<file path="config.mk">
export PLATFORM = sky130hd
export DESIGN_NAME = tlk2711_rd_arbiter
export DESIGN_NICKNAME = d
export VERILOG_FILES = /design/src/rtl/tlk2711_rd_arbiter.sv
export SDC_FILE = /design/constraint.sdc
export NUM_CORES = 1
export LEC_CHECK = 0
export ABC_CLOCK_PERIOD_IN_PS = 4100
export CORE_AREA = 2 2 218 220
export CTS_CLUSTER_SIZE = 40
export DETAILED_ROUTE_END_ITERATION = 10
export DIE_AREA = 0 0 220 222
export GPL_TIMING_DRIVEN = 0
export HOLD_SLACK_MARGIN = 0.1
export PLACE_DENSITY = 0.36
export SYNTH_ARGS = -nofsm -noshare
export SYNTH_HDL_FRONTEND = slang
export SYNTH_SLANG_ARGS = --single-unit
</file>
<file path="constraint.sdc">
create_clock -name clk -period 4.1 [get_ports clk]
set_clock_uncertainty 0.15 [all_clocks]
set_input_delay 0.41 -clock clk [delete_from_list [all_inputs] [get_ports clk]]
set_output_delay 0.41 -clock clk [all_outputs]
set_load 0.005 [all_outputs]
</file>
<file path="src/rtl/tlk2711_rd_arbiter.sv">
// tlk2711_rd_arbiter: shares one AXI read master between the TX DMA frame
// reader (port 0) and the RX check/descriptor reader (port 1).
//
// Ports:
//   clk, rst_n          single clock, synchronous active-low reset
//   s0_ar*, s1_ar*      requester AR channels (valid/ready/addr/len)
//   s0_r*, s1_r*        requester R channels, steered by the grant FIFO
//   m_axi_ar*, m_axi_r* shared AXI read master
//   o_outstanding       grant FIFO occupancy
//   o_resp_err          sticky, set by any accepted beat with rresp != 0
//
// Build option: define RD_ARB_FIXED_PRIO_EN for fixed priority
// (port 0 always wins); default is round-robin.
module tlk2711_rd_arbiter #(
  parameter int ADDR_WIDTH      = 40,
  parameter int DATA_WIDTH      = 128,
  parameter int MAX_OUTSTANDING = 4
) (
  input  logic                  clk,
  input  logic                  rst_n,
  input  logic                  s0_arvalid,
  output logic                  s0_arready,
  input  logic [ADDR_WIDTH-1:0] s0_araddr,
  input  logic [7:0]            s0_arlen,
  output logic                  s0_rvalid,
  input  logic                  s0_rready,
  output logic [DATA_WIDTH-1:0] s0_rdata,
  output logic                  s0_rlast,
  input  logic                  s1_arvalid,
  output logic                  s1_arready,
  input  logic [ADDR_WIDTH-1:0] s1_araddr,
  input  logic [7:0]            s1_arlen,
  output logic                  s1_rvalid,
  input  logic                  s1_rready,
  output logic [DATA_WIDTH-1:0] s1_rdata,
  output logic                  s1_rlast,
  output logic                  m_axi_arvalid,
  input  logic                  m_axi_arready,
  output logic [ADDR_WIDTH-1:0] m_axi_araddr,
  output logic [7:0]            m_axi_arlen,
  output logic [2:0]            m_axi_arsize,
  output logic [1:0]            m_axi_arburst,
  output logic [3:0]            m_axi_arid,
  input  logic                  m_axi_rvalid,
  output logic                  m_axi_rready,
  input  logic [DATA_WIDTH-1:0] m_axi_rdata,
  input  logic [1:0]            m_axi_rresp,
  input  logic                  m_axi_rlast,
  output logic [4:0]            o_outstanding,
  output logic                  o_resp_err
);

  localparam int PW = $clog2(MAX_OUTSTANDING);

  typedef enum logic {
    IDLE,
    ISSUE
  } state_t;

  state_t                  state_q;
  state_t                  state_d;
  logic [ADDR_WIDTH-1:0]   addr_q;
  logic [7:0]              len_q;
  logic [MAX_OUTSTANDING-1:0] owner_q;
  logic [PW-1:0]           wr_ptr_q;
  logic [PW-1:0]           rd_ptr_q;
  logic [4:0]              count_q;
  logic                    resp_err_q;

  logic full;
  logic empty;
  logic head;
  logic grant;
  logic win;
  logic pop;

`ifndef RD_ARB_FIXED_PRIO_EN
  logic last_grant_q;
`endif

  assign full  = count_q == 5'(MAX_OUTSTANDING);
  assign empty = count_q == 5'd0;
  assign head  = owner_q[rd_ptr_q];

  // win: 0 selects port 0, 1 selects port 1
  always_comb begin
    win = 1'b0;
`ifdef RD_ARB_FIXED_PRIO_EN
    win = !s0_arvalid;
`else
    unique case (1'b1)
      s0_arvalid && s1_arvalid:  win = !last_grant_q;
      s0_arvalid && !s1_arvalid: win = 1'b0;
      default:                   win = 1'b1;
    endcase
`endif
  end

  // The FIFO push happens on the same cycle as the grant.
  assign grant = rst_n && (state_q == IDLE) && !full &&
                 (s0_arvalid || s1_arvalid);

  assign s0_arready = grant && !win;
  assign s1_arready = grant && win;

  always_comb begin
    state_d = state_q;
    unique case (state_q)
      IDLE:    if (grant) state_d = ISSUE;
      ISSUE:   if (m_axi_arready) state_d = IDLE;
      default: state_d = IDLE;
    endcase
  end

  assign m_axi_arvalid = state_q == ISSUE;
  assign m_axi_araddr  = addr_q;
  assign m_axi_arlen   = len_q;
  assign m_axi_arsize  = 3'($clog2(DATA_WIDTH / 8));
  assign m_axi_arburst = 2'b01;
  assign m_axi_arid    = 4'd0;

  // R steering: stray beats with no owner are stalled, not dropped.
  assign m_axi_rready = !empty && (head ? s1_rready : s0_rready);
  assign s0_rvalid    = m_axi_rvalid && !empty && !head;
  assign s1_rvalid    = m_axi_rvalid && !empty && head;
  assign s0_rlast     = m_axi_rlast && !empty && !head;
  assign s1_rlast     = m_axi_rlast && !empty && head;
  assign s0_rdata     = m_axi_rdata;
  assign s1_rdata     = m_axi_rdata;

  assign pop = m_axi_rvalid && m_axi_rready && m_axi_rlast;

  assign o_outstanding = count_q;
  assign o_resp_err    = resp_err_q;

  always_ff @(posedge clk) begin
    if (!rst_n) begin
      state_q    <= IDLE;
      addr_q     <= '0;
      len_q      <= '0;
      wr_ptr_q   <= '0;
      rd_ptr_q   <= '0;
      count_q    <= '0;
      resp_err_q <= 1'b0;
    end else begin
      state_q <= state_d;
      if (grant) begin
        addr_q            <= win ? s1_araddr : s0_araddr;
        len_q             <= win ? s1_arlen : s0_arlen;
        owner_q[wr_ptr_q] <= win;
        wr_ptr_q          <= wr_ptr_q + PW'(1);
      end
      if (pop) rd_ptr_q <= rd_ptr_q + PW'(1);
      unique case ({grant, pop})
        2'b10:   count_q <= count_q + 5'd1;
        2'b01:   count_q <= count_q - 5'd1;
        default: count_q <= count_q;
      endcase
      if (m_axi_rvalid && m_axi_rready && (m_axi_rresp != 2'b00))
        resp_err_q <= 1'b1;
    end
  end

`ifndef RD_ARB_FIXED_PRIO_EN
  // Reset to 1 so port 0 wins the first contended grant.
  always_ff @(posedge clk) begin
    if (!rst_n) last_grant_q <= 1'b1;
    else if (grant) last_grant_q <= win;
  end
`endif

endmodule
</file>
# Yosys cells after proc, flatten, opt, wreduce, memory -nomap -nowiden
# Index checks and enable logic that the tools add are counted.
[word_totals] register_bits=64
[op_classes] n_reduce_logical=29 n_mux=13 addsub=4 eq_ne=3 bitwise_logic=1 n_lt_le_gt_ge=3
[ops] cell="40-bit 2-to-1 mux" n=1
[ops] cell="1-bit logical AND" n=18
[ops] cell="5-bit one-hot mux with 2 select lines" n=1
[ops] cell="8-bit 2-to-1 mux" n=1
[ops] cell="1-bit logical NOT" n=6
[ops] cell="2-bit by 3-bit < comparator with 1-bit output, second input constant" n=2
[ops] cell="5-bit by 1-bit adder with 5-bit output, second input constant" n=1
[ops] cell="5-bit by 3-bit equality test with 1-bit output, second input constant" n=1
[ops] cell="5-bit logical NOT" n=1
[ops] cell="1-bit 2-to-1 mux" n=5
[ops] cell="5-bit by 1-bit subtractor with 5-bit output, second input constant" n=1
[ops] cell="2-bit by 1-bit adder with 2-bit output, second input constant" n=2
[ops] cell="4-bit bitwise mux" n=1
[ops] cell="1-bit one-hot mux with 2 select lines" n=2
[ops] cell="2-bit nonzero test" n=2
[ops] cell="1-bit binary-select mux with 2-bit select" n=1
[ops] cell="1-bit demux with 2-bit select" n=1
[ops] cell="2-bit by 1-bit equality test with 1-bit output, second input constant" n=1
[ops] cell="2-bit equality test, second input constant" n=1
[ops] cell="2-bit by 1-bit >= comparator with 1-bit output, second input constant" n=1
[ops] cell="2-bit AND reduction" n=1
[ops] cell="1-bit logical OR" n=1
[ops] cell="1-bit inverter" n=1

# Logic depth before layout (Yosys ltp)
# Gate-level depths: netlist of the first run.
[logic_depth] depth_word=8 mapped_depth=12

# Least setup slack after synthesis of the first run
# No wires, ideal clock.
[synth_path] path_kind="input port to flip-flop" start="input port rst_n" end="register count_q[4], in the netlist o_outstanding[4]" n_path_buf=3 t_arrival_ns=2.894 t_required_ns=3.878 path_stages=12 path_slack_ns=0.984 path_cell_list="buf_2 > inv_1 > a2111oi_4 > buf_2 > buf_2 > inv_1 > ha_1 > fa_1 > a21o_1 > a21oi_1 > mux2i_1 > mux2i_1"
[synth_via] elab_chain_len=5 word_cells_on_any_way=7 classes_between="eq/ne: 2; mux: 1; reduce/logical: 4"
[synth_rtl] element="start: declaration" line="20" source="input logic rst_n,"
[synth_rtl] element="1-bit logical AND (3 in a row)" line="100" source="assign grant = rst_n && (state_q == IDLE) && !full &&"
[synth_rtl] element="2-bit by 1-bit equality test with 1-bit output or 2-bit equality test (tied branches)" line="154" source="unique case ({grant, pop})"
[synth_rtl] element="5-bit one-hot mux with 2 select lines or 2-bit nonzero test (tied branches)"
[synth_rtl] element="end signal: assignment" line="155" source="2'b10: count_q <= count_q + 5'd1;"
[synth_rtl] element="end signal: assignment" line="156" source="2'b01: count_q <= count_q - 5'd1;"
[synth_rtl] element="end signal: assignment" line="157" source="default: count_q <= count_q;"
[synth_rtl] element="end: declaration" line="67" source="logic [4:0] count_q;"
# Several ways; a longest one is shown, not always the timed one.
# A chain may end at the register's enable or synchronous reset.

# Worst setup path after layout of the first run
[layout_path] start="input port s1_arvalid" end="register count_q[4], in the netlist o_outstanding[4]"
[layout_via] elab_chain_len=4 word_cells_on_any_way=6 classes_between="eq/ne: 2; mux: 1; reduce/logical: 3"
[layout_rtl] element="start: declaration" line="29" source="input logic s1_arvalid,"
[layout_rtl] element="1-bit logical OR *" line="101" source="(s0_arvalid || s1_arvalid);"
[layout_rtl] element="1-bit logical AND *" line="100"
[layout_rtl] element="2-bit by 1-bit equality test with 1-bit output or 2-bit equality test (tied branches)" line="154"
[layout_rtl] element="5-bit one-hot mux with 2 select lines or 2-bit nonzero test (tied branches)"
# Mark *: on every way between the ends. The rest lies on a longest branch, timed or not.

==> results of run 1 <==
[report_power, final]
| group | internal (mW) | switching, mW | total, mW |
|---|---|---|---|
| sequential | 0.685 | 0.0381 | 0.723 |
| clock | 0.508 | 0.328 | 0.836 |
| combinational | 0.640 | 0.318 | 0.958 |
| total | 1.83 | 0.684 | 2.52 |
[Yosys cell counts, types with 2 or more instances]
cell type,number
sky130_fd_sc_hd__mux2i_1,54
sky130_fd_sc_hd__conb_1,2
sky130_fd_sc_hd__buf_2,12
sky130_fd_sc_hd__o21ai_1,2
sky130_fd_sc_hd__inv_1,6
sky130_fd_sc_hd__xor2_1,2
sky130_fd_sc_hd__nand2b_1,2
sky130_fd_sc_hd__o31ai_1,2
sky130_fd_sc_hd__xnor2_1,2
sky130_fd_sc_hd__nor2_1,64
sky130_fd_sc_hd__a211oi_1,48
sky130_fd_sc_hd__nand2_1,4
sky130_fd_sc_hd__a21o_1,2
sky130_fd_sc_hd__buf_4,265
sky130_fd_sc_hd__and2_1,5
sky130_fd_sc_hd__edfxtp_1,4
sky130_fd_sc_hd__o21ai_0,3
sky130_fd_sc_hd__nor2b_1,2
sky130_fd_sc_hd__ha_1,8
sky130_fd_sc_hd__clkbuf_1,12
sky130_fd_sc_hd__dfxtp_1,60
sky130_fd_sc_hd__a21oi_1,4
sky130_fd_sc_hd__or4_1,2
[metrics by stage]
step / std cells / power (mW) / TNS, ns / hold slack [ns]
global route: 1630 / 2.68 / 0 / 0.229
floorplan: 582 / 1.13 / 0 / 0.307
detailed placement: 1612 / 1.71 / -1.28 / 0.308
CTS: 1630 / 2.59 / 0 / 0.212
finish: 1630 / 2.52 / 0 / 0.217
global placement: 1612 / 1.71 / -1.38 / 0.301
[flip-flops by register name (all words and copies together) (netlist names)]
| register | count |
|---|---|
| rd_ptr_q | 2 |
| o_outstanding | 5 |
| o_resp_err | 1 |
| m_axi_araddr | 40 |
| m_axi_arvalid | 1 |
| wr_ptr_q | 2 |
| m_axi_arlen | 8 |
| last_grant_q | 1 |
| owner_q | 4 |
[cells by family (layout without fill, tap and decap cells)]
group	Yosys count	in the layout	share of synthesized area, %
xor+xnor	4	4	0.703
simple gates	83	83	7.03
buf+inv	295	736	42.5
fa+ha+maj	9	9	2.41
flops	64	64	26.5
compound gates	63	63	9.44
other cells	2	9	0.151
mux	55	55	11.3
[worst max-delay path by stage]
| stage | from | end | slack, ns | cells past startpoint |
|---|---|---|---|---|
| 4_1_cts | o_outstanding[0] | o_outstanding[4] | 0.30 | 12 |
| 3_5_place_dp | s0_arvalid | o_outstanding[4] | -0.62 | 12 |
| 3_3_place_gp | s0_arvalid | o_outstanding[4] | -0.66 | 12 |
| 6_report | s1_arvalid | o_outstanding[4] | 0.30 | 13 |
| 2_1_floorplan | rst_n | o_outstanding[4] | 0.98 | 12 |
| 5_1_grt | o_outstanding[0] | o_outstanding[4] | 0.04 | 12 |
[per-layer routing]
metal,up-vias,global-route usage [%],part of all wire (%)
met5,-,0,0
met4,0,2.08,1.0
met3,12,3.25,9.8
met2,293,16.5,50
met1,2267,10.4,39
li1,2509,-,-
[cells in the final DEF (no fill, tap or decap), types with 2 or more instances in the layout]
cell,instances
sky130_fd_sc_hd__o21ai_0,3
sky130_fd_sc_hd__edfxtp_1,4
sky130_fd_sc_hd__xor2_1,2
sky130_fd_sc_hd__nor2b_1,2
sky130_fd_sc_hd__a211oi_1,48
sky130_fd_sc_hd__clkdlybuf4s50_1,423
sky130_fd_sc_hd__clkbuf_8,2
sky130_fd_sc_hd__ha_1,8
sky130_fd_sc_hd__dfxtp_1,60
sky130_fd_sc_hd__o31ai_1,2
sky130_fd_sc_hd__a21oi_1,4
sky130_fd_sc_hd__nor2_1,64
sky130_fd_sc_hd__a21o_1,2
sky130_fd_sc_hd__buf_4,267
sky130_fd_sc_hd__o21ai_1,2
sky130_fd_sc_hd__xnor2_1,2
sky130_fd_sc_hd__or4_1,2
sky130_fd_sc_hd__conb_1,9
sky130_fd_sc_hd__clkbuf_16,9
sky130_fd_sc_hd__mux2i_1,54
sky130_fd_sc_hd__nand2b_1,2
sky130_fd_sc_hd__clkinvlp_4,2
sky130_fd_sc_hd__and2_1,5
sky130_fd_sc_hd__clkbuf_1,12
sky130_fd_sc_hd__buf_2,12
sky130_fd_sc_hd__inv_1,6
sky130_fd_sc_hd__nand2_1,4
[area by class of cell]
type                    count  area (um^2)  area share, %
flip-flops and latches     64         1320           12.8
well taps                 607          759           7.35
plain buffers             289         2090           20.3
repair buffers            425         4250           41.1
inverters                   6         22.5          0.218
multi-input cells         223         1570           15.2
clock inverters             5         62.6          0.605
clock buffers              11          253           2.45
==> qor.json, run 1 <==
{
  "filler_cell_count": {"value": 5092},
  "layout.nets": {"value": 1262},
  "cts_post_setup_buffers_inserted": {"value": 2},
  "global_route_wire_length_before_repair": {"value": 32800, "unit": "um"},
  "finalSetupViolCount": {"value": 0},
  "worstSetupStartpointType": {"value": "input pin"},
  "rsz0062_at_grt": {"value": "false"},
  "cts_root_buf": {"value": "sky130_fd_sc_hd__clkbuf_16"},
  "min_to": {"value": "last_grant_q"},
  "postSynthCellCount": {"value": 575},
  "avgRoutedWirePerCell": {"value": 14.5, "unit": "um"},
  "synth_area_per_cell": {"value": 8.67, "unit": "um^2"},
  "via_count": {"value": 5081},
  "yosysWarnings": {"value": 0},
  "outcome": {"value": "finished, final reports clean"},
  "static-leakage-power": {"value": 4.37, "unit": "nW"},
  "area_growth_from_synthesis_to_layout": {"value": 107, "unit": "%"},
  "clock_tree.htree_level_count": {"value": 3},
  "worst_ep_required": {"value": 4.22, "unit": "ns"},
  "clkTransAtPathRegs": {"value": 0.06, "unit": "ns"},
  "min_period_over_period": {"value": 92.7, "unit": "%"},
  "timing_hold_violations_final": {"value": 0},
  "report.final.slew_viol_count": {"value": 0},
  "floorplan.core_area": {"value": 46300, "unit": "um^2"},
  "drtIter0Drc": {"value": 86},
  "vias_in_the_first_global_route": {"value": 4996},
  "wl": {"value": 23600, "unit": "um"},
  "yosys.area.top_type": {"value": "sky130_fd_sc_hd__buf_4"},
  "yosysSeqAreaShare": {"value": 26.5, "unit": "%"},
  "floorplan.die_area": {"value": 48800, "unit": "um^2"},
  "groute.usage.overall": {"value": 9.22, "unit": "%"},
  "worstPathMaxFanout": {"value": 10},
  "num_io_pins": {"value": 562},
  "drc": {"value": 0},
  "cpPeakStageDelay": {"value": 0.48, "unit": "ns"},
  "synth_ff_type": {"value": "sky130_fd_sc_hd__dfxtp_1"},
  "critical_path.cell_chain": {"value": "clkdlybuf4s50_1 -> nor2_1 -> a2111oi_4 -> buf_4 -> buf_2 -> buf_2 -> inv_1 -> ha_1 -> fa_1 -> a21o_1 -> a21oi_1 -> mux2i_1 -> mux2i_1"},
  "slew-limit-headroom": {"value": 37.6, "unit": "%"},
  "yosys.area.top_type_share": {"value": 39.9, "unit": "%"},
  "post_synth_instance_area": {"value": 4980, "unit": "um^2"},
  "clock_tree.buffer_depth": {"value": 2},
  "ctsResizeCount": {"value": 0},
  "post_drt_via_cell_ratio": {"value": 3.12},
  "synth-edff-count": {"value": 4},
  "numPortBuffers": {"value": 423},
  "tritoncts": {"value": "yes"},
  "insertion_delay": {"value": 0.34, "unit": "ns"},
  "place_worst_setup_slack": {"value": -0.620, "unit": "ns"},
  "cp_top_family": {"value": "buffers and inverters"},
  "layout_min_cycle_time": {"value": 3.80, "unit": "ns"},
  "synth_async_reset_ratio": {"value": 0, "unit": "%"},
  "floorplan.die.height": {"value": 222, "unit": "um"},
  "depth_of_the_worst_hold_timing_path": {"value": 2},
  "gpl_wtd_cong": {"value": 0.702},
  "synth.lib_cells_used.distinct": {"value": 31},
  "critical-path-slowest-cell": {"value": "sky130_fd_sc_hd__clkdlybuf4s50_1"},
  "largest_net_degree_at_the_start_of_global_routing": {"value": 14},
  "overflow": {"value": 0},
  "fmaxAchievable": {"value": 0.263, "unit": "GHz"},
  "worstSetupPathType": {"value": "in -> reg"},
  "dp.final_hpwl": {"value": 20100, "unit": "um"},
  "worst_r2r_endpoint": {"value": "o_outstanding[4]"},
  "ir_drop": {"value": 0.000224, "unit": "V"},
  "insertedDiodeCount": {"value": 0},
  "bufs_and_invs_on_worst_path": {"value": 5},
  "dpl-instance-area": {"value": 10000, "unit": "um^2"},
  "cts_hold_buf": {"value": 0},
  "final_util": {"value": 22.3, "unit": "%"},
  "tritoncts_num_sinks": {"value": 64},
  "minimum_setup_slack_in_the_final_design": {"value": 0.299, "unit": "ns"},
  "final_antenna_net_count": {"value": 0},
  "r2r_start": {"value": "o_outstanding[0]"},
  "drive_gt1_share": {"value": 29.0, "unit": "%"},
  "drt_pre_antenna_iters": {"value": 4},
  "tightestPinTransition": {"value": 0.935, "unit": "ns"},
  "cap_viol_max_count": {"value": 0},
  "floorplan.die.width": {"value": 220, "unit": "um"},
  "numCtsBuffers": {"value": 9},
  "yosys_register_bits": {"value": 64},
  "timing.reg2reg.worst_path_depth": {"value": 12},
  "min-delay-path-class": {"value": "in -> reg"},
  "p_per_area": {"value": 244, "unit": "nW/um^2"},
  "post_synth_main_area_contributors": {"value": "sky130_fd_sc_hd__buf_4 (40%), sky130_fd_sc_hd__dfxtp_1 (24%), sky130_fd_sc_hd__mux2i_1 (11%)"},
  "placement_rows": {"value": 79},
  "critical_path.endpoint_type": {"value": "register"},
  "critPathArrivalTime": {"value": 3.92, "unit": "ns"},
  "grt_antenna_before_repair": {"value": 0},
  "cell_area_after_layout": {"value": 10300, "unit": "um^2"},
  "start_util": {"value": 10.8, "unit": "%"},
  "register_to_register_setup_slack": {"value": 0.31, "unit": "ns"},
  "hold_path.startpoint": {"value": "rst_n"}
}
No activity file was read; power rests on OpenSTA's default activity.
==> inputs of run 2 (changes only) <==
--- a/config.mk
+++ b/config.mk
@@ -13,6 +13,7 @@
 export GPL_TIMING_DRIVEN = 0
 export HOLD_SLACK_MARGIN = 0.1
 export PLACE_DENSITY = 0.36
+export SKIP_CTS_REPAIR_TIMING = 1
 export SYNTH_ARGS = -nofsm -noshare
 export SYNTH_HDL_FRONTEND = slang
 export SYNTH_SLANG_ARGS = --single-unit
==> qor.json, run 2 (synthesis results as in run 1) <==
{
  "vias_in_the_first_global_route": {"value": 4975},
  "p_per_area": {"value": 243, "unit": "nW/um^2"},
  "worstSetupPathType": {"value": "in -> reg"},
  "critical_path.cell_chain": {"value": "clkdlybuf4s50_1 -> nor2_1 -> a2111oi_4 -> buf_4 -> buf_2 -> buf_2 -> inv_1 -> ha_1 -> fa_1 -> a21o_1 -> a21oi_1 -> mux2i_1 -> mux2i_1"},
  "slew-limit-headroom": {"value": 36.8, "unit": "%"},
  "floorplan.core_area": {"value": 46300, "unit": "um^2"},
  "critical-path-slowest-cell": {"value": "sky130_fd_sc_hd__clkdlybuf4s50_1"},
  "insertion_delay": {"value": 0.34, "unit": "ns"},
  "clock_tree.buffer_depth": {"value": 2},
  "start_util": {"value": 10.8, "unit": "%"},
  "fmaxAchievable": {"value": 0.261, "unit": "GHz"},
  "placement_rows": {"value": 79},
  "global_route_wire_length_before_repair": {"value": 32600, "unit": "um"},
  "tightestPinTransition": {"value": 0.948, "unit": "ns"},
  "drt_pre_antenna_iters": {"value": 4},
  "gpl_wtd_cong": {"value": 0.702},
  "drc": {"value": 0},
  "cpPeakStageDelay": {"value": 0.48, "unit": "ns"},
  "bufs_and_invs_on_worst_path": {"value": 5},
  "cts_root_buf": {"value": "sky130_fd_sc_hd__clkbuf_16"},
  "timing_hold_violations_final": {"value": 0},
  "drtIter0Drc": {"value": 75},
  "worst_ep_required": {"value": 4.22, "unit": "ns"},
  "minimum_setup_slack_in_the_final_design": {"value": 0.264, "unit": "ns"},
  "num_io_pins": {"value": 562},
  "tritoncts": {"value": "yes"},
  "critical_path.endpoint_type": {"value": "register"},
  "tritoncts_num_sinks": {"value": 64},
  "final_antenna_net_count": {"value": 0},
  "layout.nets": {"value": 1263},
  "rsz0062_at_grt": {"value": "false"},
  "clock_tree.htree_level_count": {"value": 3},
  "layout_commonest_cell": {"value": "sky130_fd_sc_hd__clkdlybuf4s50_1"},
  "drive_gt1_share": {"value": 29.1, "unit": "%"},
  "avgRoutedWirePerCell": {"value": 14.4, "unit": "um"},
  "post_drt_via_cell_ratio": {"value": 3.12},
  "finalSetupViolCount": {"value": 0},
  "place_worst_setup_slack": {"value": -0.620, "unit": "ns"},
  "largest_net_degree_at_the_start_of_global_routing": {"value": 14},
  "min-delay-path-class": {"value": "in -> reg"},
  "multi_input_comb_area": {"value": 1570, "unit": "um^2"},
  "static-leakage-power": {"value": 4.38, "unit": "nW"},
  "worstPathMaxFanout": {"value": 10},
  "area_growth_from_synthesis_to_layout": {"value": 108, "unit": "%"},
  "numCtsBuffers": {"value": 9},
  "clkTransAtPathRegs": {"value": 0.06, "unit": "ns"},
  "outcome": {"value": "finished, final reports clean"},
  "floorplan.die_area": {"value": 48800, "unit": "um^2"},
  "floorplan.die.height": {"value": 222, "unit": "um"},
  "wl": {"value": 23400, "unit": "um"},
  "report.final.slew_viol_count": {"value": 0},
  "filler_cell_count": {"value": 5089},
  "grt_antenna_before_repair": {"value": 0},
  "critPathArrivalTime": {"value": 3.96, "unit": "ns"},
  "floorplan.die.width": {"value": 220, "unit": "um"},
  "layout_min_cycle_time": {"value": 3.84, "unit": "ns"},
  "min_period_over_period": {"value": 93.6, "unit": "%"},
  "groute.usage.overall": {"value": 9.13, "unit": "%"},
  "dp.final_hpwl": {"value": 20100, "unit": "um"},
  "hold-worst-slack": {"value": 0.217, "unit": "ns"},
  "via_count": {"value": 5087},
  "cp_top_family": {"value": "buffers and inverters"},
  "overflow": {"value": 0},
  "largest_reg_flops": {"value": 40},
  "numPortBuffers": {"value": 423},
  "ir_drop": {"value": 0.000224, "unit": "V"},
  "mostFrequentLayoutCells": {"value": "sky130_fd_sc_hd__clkdlybuf4s50_1 (423), sky130_fd_sc_hd__buf_4 (268), sky130_fd_sc_hd__nor2_1 (64)"},
  "sequential_cell_area_in_the_final_layout": {"value": 1320, "unit": "um^2"},
  "worstSetupStartpointType": {"value": "input pin"},
  "cap_viol_max_count": {"value": 0}
}
## run 2: changes by cell type in the layout (fill, tap and decap cells not counted), sizes merged
cell   delta
buf       +1
diode     +1
## run 2: worst paths after layout
kind                          from          endpoint  slack, ns  cells after the start
setup / recovery        s1_arvalid  o_outstanding[4]       0.26                     13
hold / removal               rst_n      last_grant_q       0.22                      2
setup reg to reg  o_outstanding[0]  o_outstanding[4]       0.28                     12
hold reg to reg         o_resp_err        o_resp_err       0.31                      1
## run 2: layout make-up
cell class	count	share of cell area, %
multi-input combinational	223	15.2
antenna	1	0.0242
inverter	6	0.218
tap	607	7.34
clock inverter	5	0.605
clock buffer	11	2.44
buffer	289	20.2
timing repair buffer	426	41.1
sequential	64	12.8
## run 2: report_power, final
group | internal [mW] | leakage (nW) | switching, mW
clock | 0.508 | 0.148 | 0.329
sequential | 0.685 | 0.530 | 0.0381
combinational | 0.641 | 3.70 | 0.316
total | 1.83 | 4.38 | 0.683
## run 2: per-stage QoR
| step | util (%) | area (um^2) | cells | power, mW | TNS, ns |
|---|---|---|---|---|---|
| after detailed placement | 21.6 | 10000 | 1612 | 1.71 | -1.28 |
| after global placement | 21.6 | 10000 | 1612 | 1.71 | -1.38 |
| after CTS | 22.3 | 10300 | 1628 | 2.58 | -0.368 |
| after global routing | 22.4 | 10300 | 1631 | 2.67 | 0 |
| final | 22.4 | 10300 | 1632 | 2.52 | 0 |
| after floorplan | - | 5010 | 582 | 1.13 | 0 |
## run 2: layer usage
| metal | vias up | GRT usage (%) | routed length, um |
|---|---|---|---|
| met5 | - | 0 | 0 |
| met4 | 0 | 2.08 | 249 |
| met3 | 13 | 3.25 | 2300 |
| met2 | 293 | 16.4 | 11900 |
| met1 | 2267 | 10.2 | 9030 |
| li1 | 2514 | - | - |
